File: src/rtl/dmem_pkg.sv
// Shared types and constants for the data-memory controller.
package dmem_pkg;

  localparam int unsigned DMEM_AW = 9;
  localparam int unsigned DMEM_DW = 32;

  localparam logic [2:0] F3_B  = 3'b000;
  localparam logic [2:0] F3_H  = 3'b001;
  localparam logic [2:0] F3_W  = 3'b010;
  localparam logic [2:0] F3_BU = 3'b100;
  localparam logic [2:0] F3_HU = 3'b101;

  typedef enum logic [1:0] {
    S_IDLE    = 2'd0,
    S_ISSUE   = 2'd1,
    S_CAPTURE = 2'd2,
    S_RESP    = 2'd3
  } dmem_state_e;

  typedef enum logic {
    REQ_CORE = 1'b0,
    REQ_DMA  = 1'b1
  } dmem_owner_e;

  typedef struct packed {
    logic               we;
    logic [2:0]         funct3;
    logic [DMEM_AW-1:0] addr;
    logic [DMEM_DW-1:0] wdata;
  } dmem_req_t;

endpackage

File: src/rtl/dmem_ctrl_if.sv
// Requester-side request/response bundle; one instance per requester.
interface dmem_ctrl_if #(
  parameter int unsigned AW = 9,
  parameter int unsigned DW = 32
);
  logic          req_valid;
  logic          req_ready;
  logic          we;
  logic [2:0]    funct3;
  logic [AW-1:0] addr;
  logic [DW-1:0] wdata;
  logic          rsp_valid;
  logic [DW-1:0] rdata;
  logic          err;

  modport master (
    output req_valid, we, funct3, addr, wdata,
    input  req_ready, rsp_valid, rdata, err
  );

  modport slave (
    input  req_valid, we, funct3, addr, wdata,
    output req_ready, rsp_valid, rdata, err
  );
endinterface

File: src/rtl/dmem_lane_fmt.sv
// Combinational lane formatter: store byte-enables/replication, load select/extend, fault flags.
// DMEM_MISALIGN_TRAP_EN: flag misaligned halfword/word accesses as faults.
module dmem_lane_fmt
  import dmem_pkg::*;
(
  input  logic               we,
  input  logic [2:0]         funct3,
  input  logic [1:0]         addr_lo,
  input  logic [DMEM_DW-1:0] wdata,
  input  logic [DMEM_DW-1:0] rdata_word,
  output logic [3:0]         be_c,
  output logic [DMEM_DW-1:0] wdata_c,
  output logic [DMEM_DW-1:0] rdata_c,
  output logic               illegal_c,
  output logic               misalign_c
);

  logic [7:0]  byte_sel;
  logic [15:0] half_sel;

  // Store path: enables follow the addressed lanes, data replicated so any lane is correct.
  always_comb begin
    be_c    = 4'b0000;
    wdata_c = wdata;
    case (funct3)
      F3_B: begin
        be_c    = 4'(4'b0001 << addr_lo);
        wdata_c = {4{wdata[7:0]}};
      end
      F3_H: begin
        be_c    = 4'(4'b0011 << {addr_lo[1], 1'b0});
        wdata_c = {2{wdata[15:0]}};
      end
      F3_W:    be_c = 4'b1111;
      default: be_c = 4'b0000;
    endcase
  end

  always_comb begin
    byte_sel = rdata_word[7:0];
    case (addr_lo)
      2'd0:    byte_sel = rdata_word[7:0];
      2'd1:    byte_sel = rdata_word[15:8];
      2'd2:    byte_sel = rdata_word[23:16];
      default: byte_sel = rdata_word[31:24];
    endcase
    half_sel = addr_lo[1] ? rdata_word[31:16] : rdata_word[15:0];

    rdata_c = '0;
    case (funct3)
      F3_B:    rdata_c = {{24{byte_sel[7]}}, byte_sel};
      F3_BU:   rdata_c = {24'h000000, byte_sel};
      F3_H:    rdata_c = {{16{half_sel[15]}}, half_sel};
      F3_HU:   rdata_c = {16'h0000, half_sel};
      F3_W:    rdata_c = rdata_word;
      default: rdata_c = '0;
    endcase
  end

  always_comb begin
    if (we) illegal_c = !(funct3 inside {F3_B, F3_H, F3_W});
    else    illegal_c = !(funct3 inside {F3_B, F3_H, F3_W, F3_BU, F3_HU});
  end

`ifdef DMEM_MISALIGN_TRAP_EN
  always_comb begin
    misalign_c = 1'b0;
    if (!illegal_c) begin
      if (funct3[1:0] == 2'b01 && addr_lo[0])      misalign_c = 1'b1;
      if (funct3 == F3_W && addr_lo != 2'b00)      misalign_c = 1'b1;
    end
  end
`else
  assign misalign_c = 1'b0;
`endif

endmodule

File: src/rtl/dmem_ctrl.sv
// Data-memory controller: round-robin core/DMA arbiter with fixed-latency access sequencer.
// DMEM_MISALIGN_TRAP_EN (in dmem_lane_fmt) turns misaligned half/word accesses into faults.
module dmem_ctrl
  import dmem_pkg::*;
#(
  parameter int unsigned DM_ADDRESS = DMEM_AW,
  parameter int unsigned DATA_W     = DMEM_DW
) (
  input  logic                  clk,
  input  logic                  reset,
  dmem_ctrl_if.slave            core,
  dmem_ctrl_if.slave            dma,
  output logic [DM_ADDRESS-1:0] mem_addr,
  output logic [DATA_W-1:0]     mem_wdata,
  output logic [3:0]            mem_wr,
  output logic                  mem_rd,
  input  logic [DATA_W-1:0]     mem_rdata
);

  dmem_state_e state_q, state_d;
  dmem_req_t   req_q, req_d, in_req, fmt_req;
  dmem_owner_e owner_q, owner_d, last_q, last_d, sel;
  logic        any_valid;

  logic [DM_ADDRESS-1:0] mem_addr_q, mem_addr_d;
  logic [DATA_W-1:0]     mem_wdata_q, mem_wdata_d;
  logic [3:0]            mem_wr_q, mem_wr_d;
  logic                  mem_rd_q, mem_rd_d;

  logic              rsp_valid_d, rsp_err_d;
  logic [DATA_W-1:0] rsp_rdata_d;
  logic              rsp_core, rsp_dma;

  logic              core_rsp_valid_q, core_err_q, dma_rsp_valid_q, dma_err_q;
  logic [DATA_W-1:0] core_rdata_q, dma_rdata_q;

  logic [3:0]        be;
  logic [DATA_W-1:0] lane_wdata, load_data;
  logic              illegal, misalign;

  // Arbitration: on contention the side not granted last wins.
  always_comb begin
    any_valid = core.req_valid | dma.req_valid;
    sel       = REQ_CORE;
    if (core.req_valid && dma.req_valid) sel = (last_q == REQ_CORE) ? REQ_DMA : REQ_CORE;
    else if (dma.req_valid)              sel = REQ_DMA;

    if (sel == REQ_DMA) begin
      in_req.we     = dma.we;
      in_req.funct3 = dma.funct3;
      in_req.addr   = dma.addr;
      in_req.wdata  = dma.wdata;
    end else begin
      in_req.we     = core.we;
      in_req.funct3 = core.funct3;
      in_req.addr   = core.addr;
      in_req.wdata  = core.wdata;
    end
  end

  // Formatter sees the incoming request while granting, the latched one afterwards.
  assign fmt_req = (state_q == S_IDLE) ? in_req : req_q;

  dmem_lane_fmt u_lane_fmt (
    .we         (fmt_req.we),
    .funct3     (fmt_req.funct3),
    .addr_lo    (fmt_req.addr[1:0]),
    .wdata      (fmt_req.wdata),
    .rdata_word (mem_rdata),
    .be_c       (be),
    .wdata_c    (lane_wdata),
    .rdata_c    (load_data),
    .illegal_c  (illegal),
    .misalign_c (misalign)
  );

  // Next-state and next-output decode; registered values become visible in the named state.
  always_comb begin
    state_d     = state_q;
    req_d       = req_q;
    owner_d     = owner_q;
    last_d      = last_q;
    mem_addr_d  = mem_addr_q;
    mem_wdata_d = mem_wdata_q;
    mem_wr_d    = 4'b0000;
    mem_rd_d    = 1'b0;
    rsp_valid_d = 1'b0;
    rsp_err_d   = 1'b0;
    rsp_rdata_d = '0;

    case (state_q)
      S_IDLE: begin
        if (any_valid) begin
          req_d   = in_req;
          owner_d = sel;
          last_d  = sel;
          if (illegal || misalign) begin
            state_d     = S_RESP;
            rsp_valid_d = 1'b1;
            rsp_err_d   = 1'b1;
          end else begin
            state_d    = S_ISSUE;
            mem_addr_d = {in_req.addr[DM_ADDRESS-1:2], 2'b00};
            if (in_req.we) begin
              mem_wr_d    = be;
              mem_wdata_d = lane_wdata;
            end else begin
              mem_rd_d = 1'b1;
            end
          end
        end
      end
      S_ISSUE: begin
        if (req_q.we) begin
          state_d     = S_RESP;
          rsp_valid_d = 1'b1;
        end else begin
          state_d = S_CAPTURE;
        end
      end
      S_CAPTURE: begin
        state_d     = S_RESP;
        rsp_valid_d = 1'b1;
        rsp_rdata_d = load_data;
      end
      S_RESP:  state_d = S_IDLE;
      default: state_d = S_IDLE;
    endcase
  end

  assign rsp_core = rsp_valid_d && (owner_d == REQ_CORE);
  assign rsp_dma  = rsp_valid_d && (owner_d == REQ_DMA);

  always_ff @(posedge clk) begin
    if (reset) begin
      state_q          <= S_IDLE;
      req_q            <= '0;
      owner_q          <= REQ_CORE;
      last_q           <= REQ_DMA;
      mem_addr_q       <= '0;
      mem_wdata_q      <= '0;
      mem_wr_q         <= 4'b0000;
      mem_rd_q         <= 1'b0;
      core_rsp_valid_q <= 1'b0;
      core_err_q       <= 1'b0;
      core_rdata_q     <= '0;
      dma_rsp_valid_q  <= 1'b0;
      dma_err_q        <= 1'b0;
      dma_rdata_q      <= '0;
    end else begin
      state_q          <= state_d;
      req_q            <= req_d;
      owner_q          <= owner_d;
      last_q           <= last_d;
      mem_addr_q       <= mem_addr_d;
      mem_wdata_q      <= mem_wdata_d;
      mem_wr_q         <= mem_wr_d;
      mem_rd_q         <= mem_rd_d;
      core_rsp_valid_q <= rsp_core;
      core_err_q       <= rsp_core & rsp_err_d;
      core_rdata_q     <= rsp_core ? rsp_rdata_d : '0;
      dma_rsp_valid_q  <= rsp_dma;
      dma_err_q        <= rsp_dma & rsp_err_d;
      dma_rdata_q      <= rsp_dma ? rsp_rdata_d : '0;
    end
  end

  assign core.req_ready = (state_q == S_IDLE) && any_valid && (sel == REQ_CORE);
  assign dma.req_ready  = (state_q == S_IDLE) && any_valid && (sel == REQ_DMA);
  assign core.rsp_valid = core_rsp_valid_q;
  assign core.rdata     = core_rdata_q;
  assign core.err       = core_err_q;
  assign dma.rsp_valid  = dma_rsp_valid_q;
  assign dma.rdata      = dma_rdata_q;
  assign dma.err        = dma_err_q;
  assign mem_addr       = mem_addr_q;
  assign mem_wdata      = mem_wdata_q;
  assign mem_wr         = mem_wr_q;
  assign mem_rd         = mem_rd_q;

endmodule

File: src/flat_wrapper.sv
// flat-port wrapper written by rule: the top's interface ports become plain ports
module dmem_ctrl_flat import dmem_pkg::*;
#(
  parameter int unsigned DM_ADDRESS = DMEM_AW,
  parameter int unsigned DATA_W     = DMEM_DW
)
  (clk, reset, mem_addr, mem_wdata, mem_wr, mem_rd, mem_rdata, core_req_valid, core_we, core_funct3, core_addr, core_wdata, core_req_ready, core_rsp_valid, core_rdata, core_err, dma_req_valid, dma_we, dma_funct3, dma_addr, dma_wdata, dma_req_ready, dma_rsp_valid, dma_rdata, dma_err);
  dmem_ctrl_if #(.AW(9), .DW(32)) core_i ();
  dmem_ctrl_if #(.AW(9), .DW(32)) dma_i ();
  input  logic clk;
  input  logic reset;
  output logic [DM_ADDRESS-1:0] mem_addr;
  output logic [DATA_W-1:0] mem_wdata;
  output logic [3:0] mem_wr;
  output logic mem_rd;
  input  logic [DATA_W-1:0] mem_rdata;
  input wire logic [$bits(core_i.req_valid)-1:0] core_req_valid;
  input wire logic [$bits(core_i.we)-1:0] core_we;
  input wire logic [$bits(core_i.funct3)-1:0] core_funct3;
  input wire logic [$bits(core_i.addr)-1:0] core_addr;
  input wire logic [$bits(core_i.wdata)-1:0] core_wdata;
  output wire logic [$bits(core_i.req_ready)-1:0] core_req_ready;
  output wire logic [$bits(core_i.rsp_valid)-1:0] core_rsp_valid;
  output wire logic [$bits(core_i.rdata)-1:0] core_rdata;
  output wire logic [$bits(core_i.err)-1:0] core_err;
  input wire logic [$bits(dma_i.req_valid)-1:0] dma_req_valid;
  input wire logic [$bits(dma_i.we)-1:0] dma_we;
  input wire logic [$bits(dma_i.funct3)-1:0] dma_funct3;
  input wire logic [$bits(dma_i.addr)-1:0] dma_addr;
  input wire logic [$bits(dma_i.wdata)-1:0] dma_wdata;
  output wire logic [$bits(dma_i.req_ready)-1:0] dma_req_ready;
  output wire logic [$bits(dma_i.rsp_valid)-1:0] dma_rsp_valid;
  output wire logic [$bits(dma_i.rdata)-1:0] dma_rdata;
  output wire logic [$bits(dma_i.err)-1:0] dma_err;
  assign core_i.req_valid = core_req_valid;
  assign core_i.we = core_we;
  assign core_i.funct3 = core_funct3;
  assign core_i.addr = core_addr;
  assign core_i.wdata = core_wdata;
  assign core_req_ready = core_i.req_ready;
  assign core_rsp_valid = core_i.rsp_valid;
  assign core_rdata = core_i.rdata;
  assign core_err = core_i.err;
  assign dma_i.req_valid = dma_req_valid;
  assign dma_i.we = dma_we;
  assign dma_i.funct3 = dma_funct3;
  assign dma_i.addr = dma_addr;
  assign dma_i.wdata = dma_wdata;
  assign dma_req_ready = dma_i.req_ready;
  assign dma_rsp_valid = dma_i.rsp_valid;
  assign dma_rdata = dma_i.rdata;
  assign dma_err = dma_i.err;
  dmem_ctrl #(.DM_ADDRESS(DM_ADDRESS), .DATA_W(DATA_W)) u_core (.clk(clk), .reset(reset), .core(core_i), .dma(dma_i), .mem_addr(mem_addr), .mem_wdata(mem_wdata), .mem_wr(mem_wr), .mem_rd(mem_rd), .mem_rdata(mem_rdata));
endmodule
File: config.mk
export PLATFORM = sky130hd
export DESIGN_NAME = dmem_ctrl_flat
export DESIGN_NICKNAME = d
export VERILOG_FILES = /design/src/rtl/dmem_pkg.sv /design/src/rtl/dmem_ctrl_if.sv /design/src/rtl/dmem_lane_fmt.sv /design/src/rtl/dmem_ctrl.sv /design/src/flat_wrapper.sv
export SDC_FILE = /design/constraint.sdc
export NUM_CORES = 1
export LEC_CHECK = 0
export CORE_ASPECT_RATIO = 1.25
export CORE_MARGIN = 2
export CORE_UTILIZATION = 40
export CTS_CLUSTER_DIAMETER = 60
export CTS_CLUSTER_SIZE = 40
export DETAILED_ROUTE_END_ITERATION = 10
export PLACE_DENSITY_LB_ADDON = 0.25
export SYNTH_ARGS = -nofsm -noshare
export SYNTH_HDL_FRONTEND = slang
export SYNTH_SLANG_ARGS = --single-unit
export TNS_END_PERCENT = 50
File: constraint.sdc
create_clock -name clk -period 4.1 [get_ports clk]
set_clock_uncertainty 0.1 [all_clocks]
set_input_delay 1.025 -clock clk [delete_from_list [all_inputs] [get_ports clk]]
set_output_delay 1.025 -clock clk [all_outputs]
set_load 0.01 [all_outputs]
# After elaboration in Yosys (flattened, before gate mapping)
# Index checks and enable logic that the tools add are counted.
# Widths: inputs -> output; s select.
[totals] output_inout_bits=116 regBits=161 input_bits=126 wordCells=84
[classes] n_mux=24 shifts=2 bitwise_logic=11 n_eq_ne=10 n_reduce_logical=20
[op_table] op="$pmux 32 s5" count=1
[op_table] op="$mux 45" count=2
[op_table] op="$pmux 32 s2" count=1
[op_table] op="$mux 32" count=1
[op_table] op="$pmux 8 s3" count=1
[op_table] op="$mux 16" count=1
[op_table] op="$mux 1" count=12
[op_table] op="$pmux 4 s3" count=1
[op_table] op="$not 1->1" count=8
[op_table] op="$pmux 2 s4" count=1
[op_table] op="$eq 2x2->1 const B" count=3
[op_table] op="$eq 3x3->1 const B" count=2
[op_table] op="$logic_and 1x1->1" count=6
[op_table] op="$reduce_bool 5->1" count=1
[op_table] op="$reduce_or 5->1" count=1
[op_table] op="$eq 2x1->1 const B" count=2
[op_table] op="$logic_not 2->1" count=2
[op_table] op="$mux 2" count=2
[op_table] op="$reduce_and 4->1" count=1
[op_table] op="$reduce_or 2->1" count=2
[op_table] op="$reduce_or 4->1" count=1
[op_table] op="$shl 1x2->4 const A" count=1
[op_table] op="$shl 2x2->4 const A" count=1
[op_table] op="$eq 3x1->1 const B" count=1
[op_table] op="10 further kinds" count=12

# Logic depth before layout (Yosys ltp)
[depth] word_depth=14 ltp_mapped=11

# Hierarchy
# From an unflattened synthesis, not the netlist that was laid out.
[unflattened] hier_cells=848 area_unflattened_um2=7407.1
[by_module_without_submodules] mod="dmem_ctrl" cells_each=654 area_each_um2=6033.3 n_inst=1
[by_module_without_submodules] mod="dmem_lane_fmt" cells_each=194 area_each_um2=1373.8 n_inst=1

# Worst setup path after synthesis
# No wires, ideal clock.
[synth_timing] path_kind="register to output" start="reg u_core.state_q[0]" end="out dma_req_ready" arrival_ns=1.908 setup_slack_ns=1.067 required_time_ns=2.975 n_path_buf=5 stages_incl_launch_ff=9 cell_sequence="dfxtp_1 inv_1 ha_1 buf_2 buf_2 buf_4 buf_2 buf_1 and2_1"
[synth_between] elab_chain_cells=3
[synth_rtl] element="start: declaration" line="dmem_ctrl.sv:20" text="dmem_state_e state_q, state_d;"
[synth_rtl] element="start signal: assignment" line="dmem_ctrl.sv:151" text="state_q <= state_d;"
[synth_rtl] element="$logic_not 2->1" line="dmem_ctrl.sv:169" text="assign dma.req_ready = (state_q == S_IDLE) && any_valid && (sel == REQ_DMA);"
[synth_rtl] element="$logic_and 1x1->1 (2 in a row)" line="dmem_ctrl.sv:169"
[synth_rtl] element="end: declaration" line="flat_wrapper.sv:31" text="output wire logic [$bits(dma_i.req_ready)-1:0] dma_req_ready;"
# No other way between the ends.

# Worst setup path in the final report
[layout_timing] start="in dma_req_valid" end="out dma_req_ready"
[layout_between] elab_chain_cells=3 word_cells_on_any_way=6 classes_between="2 x mux; 1 x bitwise; 3 x reduce/logical"
[layout_rtl] element="start: declaration" line="flat_wrapper.sv:26" text="input wire logic [$bits(dma_i.req_valid)-1:0] dma_req_valid;"
[layout_rtl] element="$mux 1 (tied with other cells)" line="dmem_ctrl.sv:46" text="else if (dma.req_valid) sel = REQ_DMA;"
[layout_rtl] element="$mux 1 or $logic_and 1x1->1 (tied branches)" line="dmem_ctrl.sv:45, dmem_ctrl.sv:169"
[layout_rtl] element="$logic_and 1x1->1 (*)" line="dmem_ctrl.sv:169"
# Mark *: on every way between the ends. The rest lies on a longest branch, timed or not.

==> results list <==
* Final instance area: 10650 um2
* Crit path max-delay cell type: clkdlybuf4s50_1
- After global routing the overflow that remains totals 0.
- Beginning of the worst register-to-register path: u_core.state_q[0]
- Largest fanout on the critical path: 6
- The synthesized design contains 0 enable-type register cells.
- Cell variety after synth: 62
- Number of antenna violations at the first check in global routing: 0
* Most common cell in the synthesized netlist: dfxtp_1
- The tool flagged a number of max-cap violations equal to 0.
* Final min period: 3.738 ns
* Cell total after placement: 1268
- The first global-routing pass estimated 38.72 mm of wire.
- Total routing usage reported by global routing: 24.66%
* DRC violations left: 0
- Largest stage delay on the critical path: around 0.59 ns
- The worst hold path terminates at u_core.mem_wdata[0].
* TritonCTS Sinks: 154
- Most used DFF post-synth: dfxtp_1
- Sort of element at the end of the critical path: output port
* Utilization of the core after routing: 57.15%
* Via/cell ratio: 5.776
- Entering global routing, the biggest net connects 77 pins.
- The worst setup path is of the in2out kind.
* Area added between synthesis and finish: 41.39%
- For this run, the top clock speed supported by timing is 0.2675 GHz.
- After synthesis, the mean cell area works out to 8.852 um2.
* Setup TNS after final layout: 0 ns
- Clock edge transition at the registers on the reported setup and hold paths: 0.06 ns
- Final worst path period share: 91.17%
* Die Height: 157.4 um
* Cells after synthesis: 851
- TritonCTS clock tree: yes
- Die Area: 19950 um2
* Data arrival time of the critical path: 2.61 ns
- The worst hold path passes through 2 cells.
* Buffer depth of the longest clock path: 2
- In the final routed layout, each cell accounts on average for 18.94 um.
- Worst reg2reg path endpoint: u_core.mem_wdata[29]
- Once the floorplan was initialized, standard cells occupied between 40% and 50% of the core.
* Clk Latency, worst-skew pair: 0.43 ns
* Core region area: 18640 um2
* Startpoint kind of the worst setup timing path: input pin
- Leading post-synthesis cells by instance count: dfxtp_1, a21oi_1, nor2_1
* Power density over cell area: 629.6 nW/um2
- Setup repair after global routing left no endpoint under its margin.
* Final hold violation count: 0
- Number of global-route vias before repair: 7006
* Hpwl dp: 17.52 mm
- After the first detailed-routing iteration, the DRC count stood at about 600.
* Result of the run: completed
- Setup violations remaining at the end of the flow were counted as 0.
- Proportion of synthesized flip-flops having asynchronous set or reset: 0%
- Antenna-violating nets left: 0
* GPL Wtd Cong: 0.8621
- Input/output buffers: 239
* IO Pins: 242
* Share of layout cells above drive strength 1: 8.529%
* Launch point of the worst hold path: u_core.mem_wdata[0]
- The min-delay analysis places its worst path in the category reg2reg.
* Master cell of the clock root buffer: clkbuf_16
- DRT Pass-1 Iters: 5
* Cell-by-cell listing of the critical path: clkdlybuf4s50_1 -> a21boi_2 -> and2_1 -> clkdlybuf4s50_1
- Placed cell areas: 10060 um2
- The Yosys step of the flow raised 0 warnings.
* Number of placement rows: 56
- Area contributors post-synth: dfxtp_1, mux2i_1, a211oi_1
- Part of the Yosys area used for sequential elements: 40.92%
* Final #Nets: 1186
- Share of the synthesized area in the top cell type: 40.92%
- The number of antenna diodes in the final layout is 0.
* Number of pins with negative max-slew slack in the final report: 0
- Measured in cells, the most critical reg-to-reg path has a length of 9.
- Number of CTS-inserted buffers: 17
* Setup Fix Bufs, Post-CTS: 0
- Counting the fill cells in the layout gives 1700.
- Final Instance Count excl. Fillers: around 1300
* Lkg Pwr: between 3 and 4 nW
- Across all register-to-register paths, the minimum setup slack is 1.10 ns.
- Actual slew at the worst max-slew pin: ~0.83 ns
- In this run the tightest slew margin relative to its limit is 44.39%.
- The cell area that synthesis handed to floorplanning was 7533 um2.
* CTS resizes: 0
- Counting stages on the worst path, the most repeated cell is clkdlybuf4s50_1.
- Cell taking the most area after synthesis: dfxtp_1
* Hold-fix buffer count after cts: 0
- Worst EP required: 2.97 ns
* Final Routed Wirelength: 24.60 mm
- Synth Register Bits: roughly 150
* Chip width: 126.7 um
* H-tree Lvls: 4
* Number of vias after detailed routing: between 7000 and 8000
* Worst vdd ir: 340.4 uV
## cell type report
class / count / area, um2 / area share [%]
clock inverters: 14 / 161.4 / 1.515
repair buffers: 268 / 2655 / 24.93
inverters: 11 / 41.29 / 0.3876
multi-input cells: 603 / 3995 / 37.51
flip-flops and latches: 154 / 3083 / 28.94
well taps: 232 / 290.3 / 2.725
clock buffers: 17 / 425.4 / 3.994
## how the worst max path moves through the flow
| stage | start | endpoint | slack, ns | cells past startpoint |
|---|---|---|---|---|
| detailed placement | core_req_valid | u_core.mem_wdata[29] | 0.28 | 7 |
| global route | dma_req_valid | dma_req_ready | 0.30 | 4 |
| finish | dma_req_valid | dma_req_ready | 0.36 | 4 |
| CTS | dma_req_valid | dma_req_ready | 0.35 | 4 |
| global placement | core_req_valid | u_core.mem_wdata[29] | 0.35 | 7 |
| floorplan | u_core.state_q[0] | dma_req_ready | 1.07 | 8 |
## cells by family after synthesis
group / Yosys count / synth area share (%)
AOI/OAI and AO/OA: 332 / 30.44
adders and majority gates: 5 / 0.8304
buffers and inverters: 95 / 6.643
and+or+nand+nor: 203 / 12.42
muxes: 61 / 8.686
other: 1 / 0.04978
DFF: 154 / 40.92
## stage by stage
step / power (mW) / hold slack [ns] / worst slack [ns]
3_5_place_dp: 5.127 / 0.3685 / 0.2817
6_report: 6.706 / 0.3764 / 0.3619
5_1_grt: 7.142 / 0.4122 / 0.2981
2_1_floorplan: 4.072 / 0.3692 / 1.067
3_3_place_gp: 5.096 / 0.3642 / 0.3536
4_1_cts: 6.713 / 0.3778 / 0.3494
## registers in the layout (all words and copies together) (netlist names), 2 cells and up
signal and count:
u_core.state_q 2, u_core.req_q 38, u_core.mem_wdata 32, u_core.mem_wr 4, u_core.dma.rdata 32, u_core.mem_addr 7, u_core.core.rdata 32
## cells in the final DEF, fill, tap and decap left out, drive strengths merged, types with 8 or more instances in the layout
cell and n:
nor3b 8, nand2 61, clkbuf 17, a221oi 27
o211ai 12, nor2 84, nand3 10, buf 30
a311oi 17, mux2i 51, dfxtp 154, clkdlybuf4s50 238
mux2 9, inv 18, or3 17, a31oi 58
a21oi 89, o21ai 30, a211oi 62
## critical path: cells and delay by family
family	cells	cell delay, ns
and+or+nand+nor	1	0.21
buffers and inverters	2	1.17
AOI/OAI and AO/OA	1	0.21
## per-layer routing
layer	global-route usage, %	up-vias	part of all wire (%)
li1	-	3624	-
met1	29.82	3497	39
met2	42.88	322	50
met3	4.963	60	7.0
met4	10.15	0	3.2
met5	0	-	0
## where the power goes
group	internal, mW	switching [mW]	total [mW]	leakage (nW)
clock network	0.907	0.674	1.58	0.272
registers	1.76	0.163	1.93	1.26
logic	1.29	1.91	3.20	2.34
total	3.96	2.75	6.71	3.87
No activity file was read; power rests on OpenSTA's default activity.
